`config.mk`:
```
export PLATFORM = sky130hd
export DESIGN_NAME = ext_arbiter
export DESIGN_NICKNAME = d
export VERILOG_FILES = /design/src/rtl/ext_arbiter.sv
export SDC_FILE = /design/constraint.sdc
export NUM_CORES = 1
export LEC_CHECK = 0
export BUFFER_PORTS_ARGS = -buffer_cell sky130_fd_sc_hd__buf_4
export CORE_UTILIZATION = 24
export DETAILED_ROUTE_END_ITERATION = 8
export MAX_ROUTING_LAYER = met4
export SYNTH_ARGS = -nofsm -noshare
export SYNTH_HDL_FRONTEND = slang
export SYNTH_SLANG_ARGS = --single-unit
```
`constraint.sdc`:
```
create_clock -name clk_i -period 1.77 [get_ports clk_i]
set_input_delay 0.177 -clock clk_i [delete_from_list [all_inputs] [get_ports clk_i]]
set_output_delay 0.177 -clock clk_i [all_outputs]
set_load 0.1 [all_outputs]
```
`src/rtl/ext_arbiter.sv`:
```
// Round-robin arbiter sharing one immediate-extension unit between decode (req0)
// and branch-target (req1), with a one-entry valid/ready output register.
module ext_arbiter #(
  parameter int IN_W  = 16,
  parameter int OUT_W = 32
) (
  input  logic              clk_i,
  input  logic              rst_i,
  input  logic              req0_valid_i,
  input  logic [IN_W-1:0]   req0_data_i,
  input  logic [1:0]        req0_mode_i,
  output logic              req0_ready_o,
  input  logic              req1_valid_i,
  input  logic [IN_W-1:0]   req1_data_i,
  input  logic [1:0]        req1_mode_i,
  output logic              req1_ready_o,
  output logic              ext_valid_o,
  output logic [OUT_W-1:0]  ext_data_o,
  output logic              ext_id_o,
  input  logic              ext_ready_i
);

  typedef enum logic {EMPTY, FULL} state_t;

  state_t           state_reg, state_next;
  logic             last_grant_reg, last_grant_next;
  logic [OUT_W-1:0] data_reg, data_next;
  logic             id_reg, id_next;

  logic             can_accept;
  logic             grant0, grant1, accept;
  logic [IN_W-1:0]  sel_data;
  logic [1:0]       sel_mode;
  logic [OUT_W-1:0] ext_value;

  // Readies are suppressed during reset so no handshake completes in that cycle.
  always_comb begin
    can_accept = !rst_i && ((state_reg == EMPTY) || ((state_reg == FULL) && ext_ready_i));
    grant0 = 1'b0;
    grant1 = 1'b0;
    if (can_accept) begin
      if (req0_valid_i && req1_valid_i) begin
        grant0 = last_grant_reg;
        grant1 = !last_grant_reg;
      end else begin
        grant0 = req0_valid_i;
        grant1 = req1_valid_i;
      end
    end
  end

  assign req0_ready_o = grant0;
  assign req1_ready_o = grant1;
  assign accept       = (grant0 && req0_valid_i) || (grant1 && req1_valid_i);
  assign sel_data     = grant1 ? req1_data_i : req0_data_i;
  assign sel_mode     = grant1 ? req1_mode_i : req0_mode_i;

  always_comb begin
    ext_value = '0;
    case (sel_mode)
      2'b00: ext_value = {{IN_W{sel_data[IN_W-1]}}, sel_data};
      2'b01: ext_value = {{IN_W{1'b0}}, sel_data};
      2'b10: ext_value = {sel_data, {IN_W{1'b0}}};
      default: ext_value = {{(IN_W-2){sel_data[IN_W-1]}}, sel_data, 2'b00};
    endcase
  end

  always_comb begin
    state_next      = state_reg;
    last_grant_next = last_grant_reg;
    data_next       = data_reg;
    id_next         = id_reg;
    if (accept) begin
      state_next      = FULL;
      data_next       = ext_value;
      id_next         = grant1;
      last_grant_next = grant1;
    end else if ((state_reg == FULL) && ext_ready_i) begin
      state_next = EMPTY;
    end
  end

  always_ff @(posedge clk_i) begin
    if (rst_i) begin
      state_reg      <= EMPTY;
      last_grant_reg <= 1'b1;
      data_reg       <= '0;
      id_reg         <= 1'b0;
    end else begin
      state_reg      <= state_next;
      last_grant_reg <= last_grant_next;
      data_reg       <= data_next;
      id_reg         <= id_next;
    end
  end

  assign ext_valid_o = (state_reg == FULL);
  assign ext_data_o  = data_reg;
  assign ext_id_o    = id_reg;

endmodule

```
Word-level counts from Yosys, hierarchy flattened
Cells that the tools add are included.
{ "totals": {"ff_bits": 35, "in_bits": 41, "out_inout_bits": 36, "word_cells": 27} }
{ "op_classes": {"bitwise": 1, "reduce_logical": 11, "n_eq_ne": 2, "n_mux": 9} }
{ "op_table": {"columns": ["operator", "count"], "rows": [
  ["one-hot mux 32 bit (3 select lines)", 1],
  ["2-to-1 mux 16 bit", 1],
  ["2-to-1 mux 1 bit", 6],
  ["logical AND 1 bit", 5],
  ["equality test 2 x 1 -> 1 bit (second input constant)", 1],
  ["equality test 2 bit (second input constant)", 1],
  ["logical NOT 1 bit", 2],
  ["logical NOT 2 bit", 1],
  ["logical OR 1 bit", 2],
  ["2-to-1 mux 2 bit", 1],
  ["nonzero test 2 bit", 1],
  ["NOT 1 bit", 1]
]} }

Depth between registers and ports, before layout
Gate-level depths: netlist (run 1).
{ "depth": {"depth_word": 7, "mapped_depth": 10, "depth_no_buf": 5} }

Least setup slack after synthesis (run 1)
Ideal clock, no wire load.
{ "synth_path": {"kind": "reg-to-reg", "start": "register state_reg (netlist: ext_valid_o)", "end": "register data_reg[12] (netlist: ext_data_o[12])", "arrival_time_ns": 2.344, "slack_ns": -0.705, "path_stages_with_launch": 9, "synth_period_minus_slack_ns": 2.475, "required_time_ns": 1.639, "setup_time_ns": 0.131, "path_buffers": 4, "path_cell_list": "dfxtp_1 > nand2b_1 > and3_1 > buf_6 > buf_6 > buf_4 > buf_4 > a221oi_1 > a21oi_1"} }
{ "synth_via": {"elab_chain_len": 7, "word_cells_on_any_way": 15, "cone_classes": "eq/ne (2); mux (5); bitwise (1); reduce/logical (7)"} }
{ "synth_lines": {"columns": ["item", "line_no", "source"], "rows": [
  ["from (decl)", "25", "state_t state_reg, state_next;"],
  ["from (signal assigned)", "90", "state_reg <= state_next;"],
  ["logical AND 1 bit or NOT 1 bit (tied branches)", "38", "can_accept = !rst_i && ((state_reg == EMPTY) || ((state_reg == FULL) && ext_ready_i));"],
  ["logical OR 1 bit *", "38", null],
  ["logical AND 1 bit *", "38", null],
  ["2-to-1 mux 1 bit *", "41", "if (can_accept) begin"],
  ["net req1_ready_o", "16", "output logic req1_ready_o,"],
  ["2-to-1 mux 2 bit", "56", "assign sel_mode = grant1 ? req1_mode_i : req0_mode_i;"],
  ["equality test 2 bit (tied with other cells)", "60", "case (sel_mode)"],
  ["one-hot mux 32 bit (3 select lines)", "60", null],
  ["to (signal assigned)", "92", "data_reg <= data_next;"],
  ["to (decl)", "27", "logic [OUT_W-1:0] data_reg, data_next;"]
]} }
Mark *: on every way through the listed nets, which the timed path passes. The rest lies on a longest branch.
A chain may end at the register's enable or synchronous reset.

Worst setup path in the final report (run 1)
{ "layout_path": {"start": "register last_grant_reg", "end": "register data_reg[8] (netlist: ext_data_o[8])"} }
{ "layout_via": {"elab_chain_len": 6, "word_cells_on_any_way": 14, "cone_classes": "eq/ne (2); mux (7); reduce/logical (5)"} }
{ "layout_lines": {"columns": ["item", "line_no", "source"], "rows": [
  ["from (decl)", "26", "logic last_grant_reg, last_grant_next;"],
  ["from (signal assigned)", "91", "last_grant_reg <= last_grant_next;"],
  ["logical NOT 1 bit", "44", "grant1 = !last_grant_reg;"],
  ["2-to-1 mux 1 bit", "42", "if (req0_valid_i && req1_valid_i) begin"],
  ["2-to-1 mux 1 bit", "41", null],
  ["2-to-1 mux 2 bit", "56", null],
  ["equality test 2 bit (tied with other cells)", "60", null],
  ["one-hot mux 32 bit (3 select lines)", "60", null]
]} }
Several ways; a longest one is shown, not always the timed one.

==> impl_results.md, run 1 <==
- Top layer in use: met4
- Starting DRC count in detailed routing: 100
- Post-Route WL: just over 6000 um
- Register area share after synthesis: roughly 39%
- Placed inst area: between 2000 and 3000 um^2
- Max-slew violations: 0
- Port bufs: 76
- Routability cong.: 0.849
- RSZ-0062 raised after global routing: true
- Final nets: ~330
- Die Y: 88.1 um
- Reg area: 706 um^2
- Setup Crit Path Kind: reg2reg
- Area of the multi-input gates: about 1100 um^2
- Root Driver: clkbuf_8
- Via count: 1849
- Die area: about 7800 um^2
- Row count: 31
- Reg2reg start: last_grant_reg$_SDFFE_PP1P_
- Tmin final: 1750 ps
- Startpoint Class: flip-flop
- Setup violators final: 0
- Synth warn: 0
- Yosys reg bits: 35
- Top-area cell type share of the netlist area: approximately 40%
- Critical Path Fanout Max: 6
- WL met3: 235 um
- Tcrit/Tclk final: 98.9%
- Ranking of synthesized cells by area: dfxtp_1 (39%), a22o_1 (6.9%), mux2i_1 (6.8%)
- Worst hold path type: in2reg
- Run status: complete, no violations
- First-pass GRT wire length: 9110 um
- WP data arrival: 1930 ps
- Crit path from: last_grant_reg$_SDFFE_PP1P_
- Worst-Skew Late Latency: a little under 300 ps
- Die X: between 80 and 90 um
- Syn_area_per_cell: around 9.3 um^2
- Most frequent cell after synthesis: dfxtp_1
- Cells after Synth: between 150 and 200
- Synthesized net count: between 200 and 250
- Max reg flops: 32
- All-Layer GR Usage: 16.2%
- DRT Pass-1 Iters: 4
- Wire per inst: roughly 15 um
- CTS tree: yes
- Cell Area, Synth: ~1800 um^2
- Crit. End Element: flip-flop
- Achievable frequency: around 570 MHz
- Clock buffer depth: 2
- Clk sink count: 35
- Slew @ Worst Pin: 536 ps
- H-tree depth: 2
- Crit path required time: around 2000 ps
- Largest net degree at the start of global routing: 19
- Worst clock skew: approximately 2.3 ps
- # diodes: 0
- Min-delay src: ext_ready_i
- Post-synth top cells: dfxtp_1 (35), nand2_1 (18), a22o_1 (14), a21oi_1 (13), mux2i_1 (12)
- Hold WS: a little over 200 ps
- Maximum vdd drop: between 0.3 and 0.4 mV
- Cts bufs inserted: 5
- Core area: a little over 7000 um^2
- Max Cap Violations: 0
- Final Cell Area: 2800 um^2
- Initial antenna violation count: 0
- Relative slew slack: between 60% and 70%
- Share of cells above drive strength 1: a little under half
- Vias in the first global route: approximately 1800
- Leading area contributor after synthesis: dfxtp_1
- ANT nets after route: 0
- DR WL met2: 2950 um
- Initial Util: between 20 and 25%
- Leakage power figure: ~1.2 nW
- Hold_buf cts: 0
- Final-report hold violation count: 0
- Post-route setup TNS: 0 ps
- Clock Pin Slew Worst Setup and Hold Paths: approximately 70 ps
- Ports: 77
- Vias per cell: about 4.7
- Grt ovf: 0
- PD cells: about 920 nW/um^2
- M1 WL: approximately 2800 um
- Post-synth EDFFs: 0
- # DRC: 0
- Cell variety after synth: 32
- Fin util: around 39%
- Area Overhead vs Synth: 57.1%
- Ys async rst share: 0%
- Fillers: roughly 770
- Synth Flop Type: dfxtp_1
- DP HPWL: between 4000 and 5000 um
==> worst max-delay path: stages (launching register included) <==
cell and delay (ps):
dfxtp_2 340, a21boi_4 150, and3_2 290, buf_4 130, mux2_2 360, a222oi_1 310, nor2_1 60
==> area by class of cell <==
cell class / instances / share of cell area [%]
repair buffers: 106 / 28.9
clock buffers: 6 / 2.60
well taps: 99 / 4.43
multi-input cells: 139 / 37.9
clock inverters: 2 / 0.403
inverters: 4 / 0.537
flip-flops and latches: 35 / 25.2
==> kinds of logic after synthesis <==
family | synth area share (%)
muxes | 12.4
buffers and inverters | 5.77
and+or+nand+nor | 16.9
AOI/OAI and AO/OA | 25.5
DFF | 39.4
==> per-layer routing <==
metal | GRT usage, % | up-vias
met4 | 4.55 | 0
met2 | 25.8 | 54
met1 | 20.6 | 883
met3 | 3.68 | 8
met5 | - | -
li1 | - | 904
==> through the flow <==
stage / worst slack [ps] / std cells / power (mW)
after CTS: 13.7 / 386 / 2.55
final: 19.9 / 391 / 2.56
after global placement: -156 / 376 / 1.96
after floorplan: -26.0 / 191 / 1.68
after detailed placement: -217 / 376 / 1.97
after global routing: -20.8 / 391 / 2.66
==> final timing paths <==
kind,endpoint,slack [ps],depth (start not counted)
hold / removal,ext_valid_o$_SDFFE_PP0P_,200,3
setup reg to reg,ext_data_o[8]$_SDFFE_PP0P_,20,6
setup / recovery,ext_data_o[8]$_SDFFE_PP0P_,20,6
hold reg to reg,ext_data_o[6]$_SDFFE_PP0P_,460,2
==> power breakdown <==
group / leakage, nW / internal [mW] / switching [mW]
clock: 0.0455 / 0.276 / 0.308
sequential: 0.289 / 0.858 / 0.0434
combinational: 0.897 / 0.326 / 0.747
==> cells in the final DEF (no fill, tap or decap), drive strengths merged, types with 3 or more instances in the layout <==
master,instances
mux2,9
and3,3
clkbuf,6
a21oi,13
nor2,11
o21ai,9
dfxtp,35
nor3b,5
inv,5
a221oi,5
nand2b,9
buf,106
a22o,14
nand2,18
nor2b,6
o22a,3
a222oi,4
mux2i,12
==> repair_timing <==
action | CTS | global route
endpoints found under the setup margin | 30 | 24
gates cloned | 0 | 1
buffers inserted | 2 | 4
resized for setup | 3 | 5
pin swaps | 1 | 3
Note: power is estimated with default switching activity, not from simulation.
==> run 2: changes to the inputs <==
--- a/config.mk
+++ b/config.mk
@@ -9,6 +9,7 @@
 export CORE_UTILIZATION = 24
 export DETAILED_ROUTE_END_ITERATION = 8
 export MAX_ROUTING_LAYER = met4
+export SETUP_SLACK_MARGIN = 0.15
 export SYNTH_ARGS = -nofsm -noshare
 export SYNTH_HDL_FRONTEND = slang
 export SYNTH_SLANG_ARGS = --single-unit
==> impl_results.md, run 2 (synthesis gave the netlist of run 1 again) <==
- Final Cell Area: 3080 um^2 (+10%)
- Worst slack, placed: -243 ps (-25.8 ps)
- Tmin final: 1720 ps (-27.1 ps)
- Maximum vdd drop: 0.325 mV (+7.9%)
- Routability cong.: 0.843 (-0.66%)
- Port bufs: 76 (unchanged)
- Critical-path cell list: a21boi_4 -> buf_4 -> and3_4 -> mux2_2 -> nand2b_1 -> a22o_1
- Reg area: 706 um^2 (unchanged)
- All-Layer GR Usage: 16.6% (+0.39 points)
- ANT nets after route: 0 (unchanged)
- Grt ovf: 0 (unchanged)
- R2R depth: 6 (unchanged)
- Placed Cells: 371 (-1.3%)
- Ports: 77 (unchanged)
- Final Instance Count excl. Fillers: 394 (+0.77%)
- First-pass GRT wire length: 9290 um (+2.0%)
- Largest delay contributor family on the critical path: simple AND/OR/NAND/NOR gates
- Leakage power figure: 1.32 nW (+7.4%)
- Core area: 7210 um^2 (unchanged)
- Worst-Skew Late Latency: 300 ps (about the same)
- Share of cells above drive strength 1: 54.6% (+6.6 points)
- RSZ-0062 raised after global routing: true
- Most common cell after layout, fill and taps aside: buf_4
- Fin util: 42.7% (+4.0 points)
- Via count: 1905 (+3.0%)
- PD cells: 910 nW/um^2 (-0.65%)
- Tcrit/Tclk final: 97.3% (-1.5 points)
- Min-delay src: ext_ready_i
- Post-Route WL: 6440 um (+6.4%)
- Vias per cell: 4.84 (+2.2%)
- Initial antenna violation count: 0 (unchanged)
- # diodes: 0 (unchanged)
- Psw: 1.15 mW (+4.4%)
- Crit-path max cell delay: 390 ps (+30 ps)
- Starting DRC count in detailed routing: 85 (-15%)
- Setup Crit Path Kind: reg2reg
- Hold Path Sink: ext_valid_o$_SDFFE_PP0P_
- Row count: 31 (unchanged)
- CTS tree: yes
- Max Cap Violations: 0 (unchanged)
- Vias in the first global route: 1759 (-3.1%)
- Seq pwr share: 32.1% (-3.1 points)
- Critical path's slowest cell: mux2_2
- Setup violators final: 0 (unchanged)
- Final-report hold violation count: 0 (unchanged)
- Die Y: 88.1 um (unchanged)
- Area of the multi-input gates: 1200 um^2 (+14%)
- Slew @ Worst Pin: 561 ps (+24.8 ps)
- Wire per inst: 16.3 um (+5.6%)
- Worst reg-to-reg setup slack: 50 ps (+30 ps)
- Hold_buf cts: 0 (unchanged)
- Max-slew violations: 0 (unchanged)
- H-tree depth: 2 (unchanged)
- Combinational Power Share: 41.2% (-0.7 points)
- Initial Util: 24.7% (unchanged)
- Die area: 7760 um^2 (unchanged)
- Cts bufs inserted: 5 (unchanged)
- Clock Pin Slew Worst Setup and Hold Paths: 80 ps (about the same)
- Pint: 1.66 mW (+13%)
- Area Overhead vs Synth: 73.2%
- Reg2reg start: last_grant_reg$_SDFFE_PP1P_
- Clock buffer depth: 2 (unchanged)
- Final nets: 335 (+0.90%)
- Largest net degree at the start of global routing: 19 (unchanged)
- Run status: complete, no violations
- Worst hold path type: in2reg
- Worst path bufs/invs: 1 (unchanged)
- Die X: 88.1 um (unchanged)
- WP data arrival: 1920 ps (about the same)
- Relative slew slack: 62.5% (-1.7 points)
- DRT Pass-1 Iters: 4 (unchanged)
- Critical Path Fanout Max: 8 (+2)
- Crit path required time: 1970 ps (+20 ps)
- Clock power frac: 26.6% (+3.8 points)
- Sw Ratio: 40.9% (-2.0 points)
- Root Driver: clkbuf_8
- Worst Hold Depth: 3 (unchanged)
- Achievable frequency: 580 MHz (+1.6%)
- Max reg flops: 32 (unchanged)
- # DRC: 0 (unchanged)
- Terminus of the critical flop-to-flop path: ext_data_o[17]$_SDFFE_PP0P_
- DP HPWL: 4450 um (-1.1%)
- Setup ws final: 47.0 ps (+27.1 ps)
- Worst clock skew: 3.86 ps (+1.57 ps)
- Placed inst area: 2610 um^2 (-0.62%)
- Fillers: 733 (-4.6%)
- Hold WS: 212 ps (+6.54 ps)
- Startpoint Class: flip-flop
- Clk sink count: 35 (unchanged)
- Commonest cells after routing, fill and taps aside: buf_4 (95), dfxtp_1 (33), nand2_1 (16)
- Crit. End Element: flip-flop
- WP depth: 6 (unchanged)
## run 2: cell count changes in the layout (fill, tap and decap cells not counted), moves of 3 or more
cell     delta
buf_4      -10
buf_6       +9
mux2_2      -6
mux2_4      +6
mux2i_1     -6
mux2i_4     +5
buf_12      +3
## run 2: stage by stage
| stage | setup TNS, ps | total power [mW] |
|---|---|---|
| after floorplan | -156 | 1.68 |
| after global placement | -2180 | 1.96 |
| after detailed placement | -3540 | 1.96 |
| after CTS | 0 | 2.75 |
| after global routing | -180 | 2.90 |
| final | 0 | 2.80 |
## run 2: tightest hold or removal path, delay by kind of cell
family / cells / cell delay, ps
AND/OR/NAND/NOR: 1 / 130
buffers and inverters: 1 / 100
AO/OA/AOI/OAI: 1 / 60
## run 2: timing repair
| action | 4_1_cts | 5_1_grt |
|---|---|---|
| pin swaps | 8 | 13 |
| setup buffers | 3 | 9 |
| endpoints found under the setup margin | 33 | 33 |
| cloned | 1 | 2 |
| gates resized for setup | 25 | 32 |
## run 2: power groups by stage
stage	Clock, mW	Sequential (mW)	Combinational [mW]
after floorplan	0	1.40	0.278
after global placement	0	0.919	1.04
after detailed placement	0	0.917	1.04
after global routing	0.790	0.910	1.20
after CTS	0.757	0.900	1.09
final	0.747	0.901	1.16
## run 2: worst max-delay path by stage
stage / slack, ps / end / startpoint
2_1_floorplan: -30 / ext_data_o[13]$_SDFFE_PP0P_ / ext_valid_o$_SDFFE_PP0P_
3_3_place_gp: -160 / ext_data_o[5]$_SDFFE_PP0P_ / req0_valid_i
3_5_place_dp: -240 / ext_data_o[2]$_SDFFE_PP0P_ / last_grant_reg$_SDFFE_PP1P_
4_1_cts: 60 / ext_data_o[22]$_SDFFE_PP0P_ / last_grant_reg$_SDFFE_PP1P_
5_1_grt: -30 / ext_data_o[17]$_SDFFE_PP0P_ / last_grant_reg$_SDFFE_PP1P_
6_report: 50 / ext_data_o[17]$_SDFFE_PP0P_ / last_grant_reg$_SDFFE_PP1P_
## run 2: final cells by class
class                      instances  share of cell area, %
clock buffer                       5                   2.23
clock inverter                     3                   1.42
inverter                           4                  0.487
multi-input combinational        139                   39.1
sequential                        35                   22.9
tap                               99                   4.02
timing repair buffer             109                   29.8
## run 2: metal layers
layer	up-vias	GRT usage, %	share of wire (%)
met5	-	-	0
met4	0	5.28	1.4
met2	69	26.1	49
li1	915	-	-
met1	911	21.0	45
met3	10	3.96	5.2
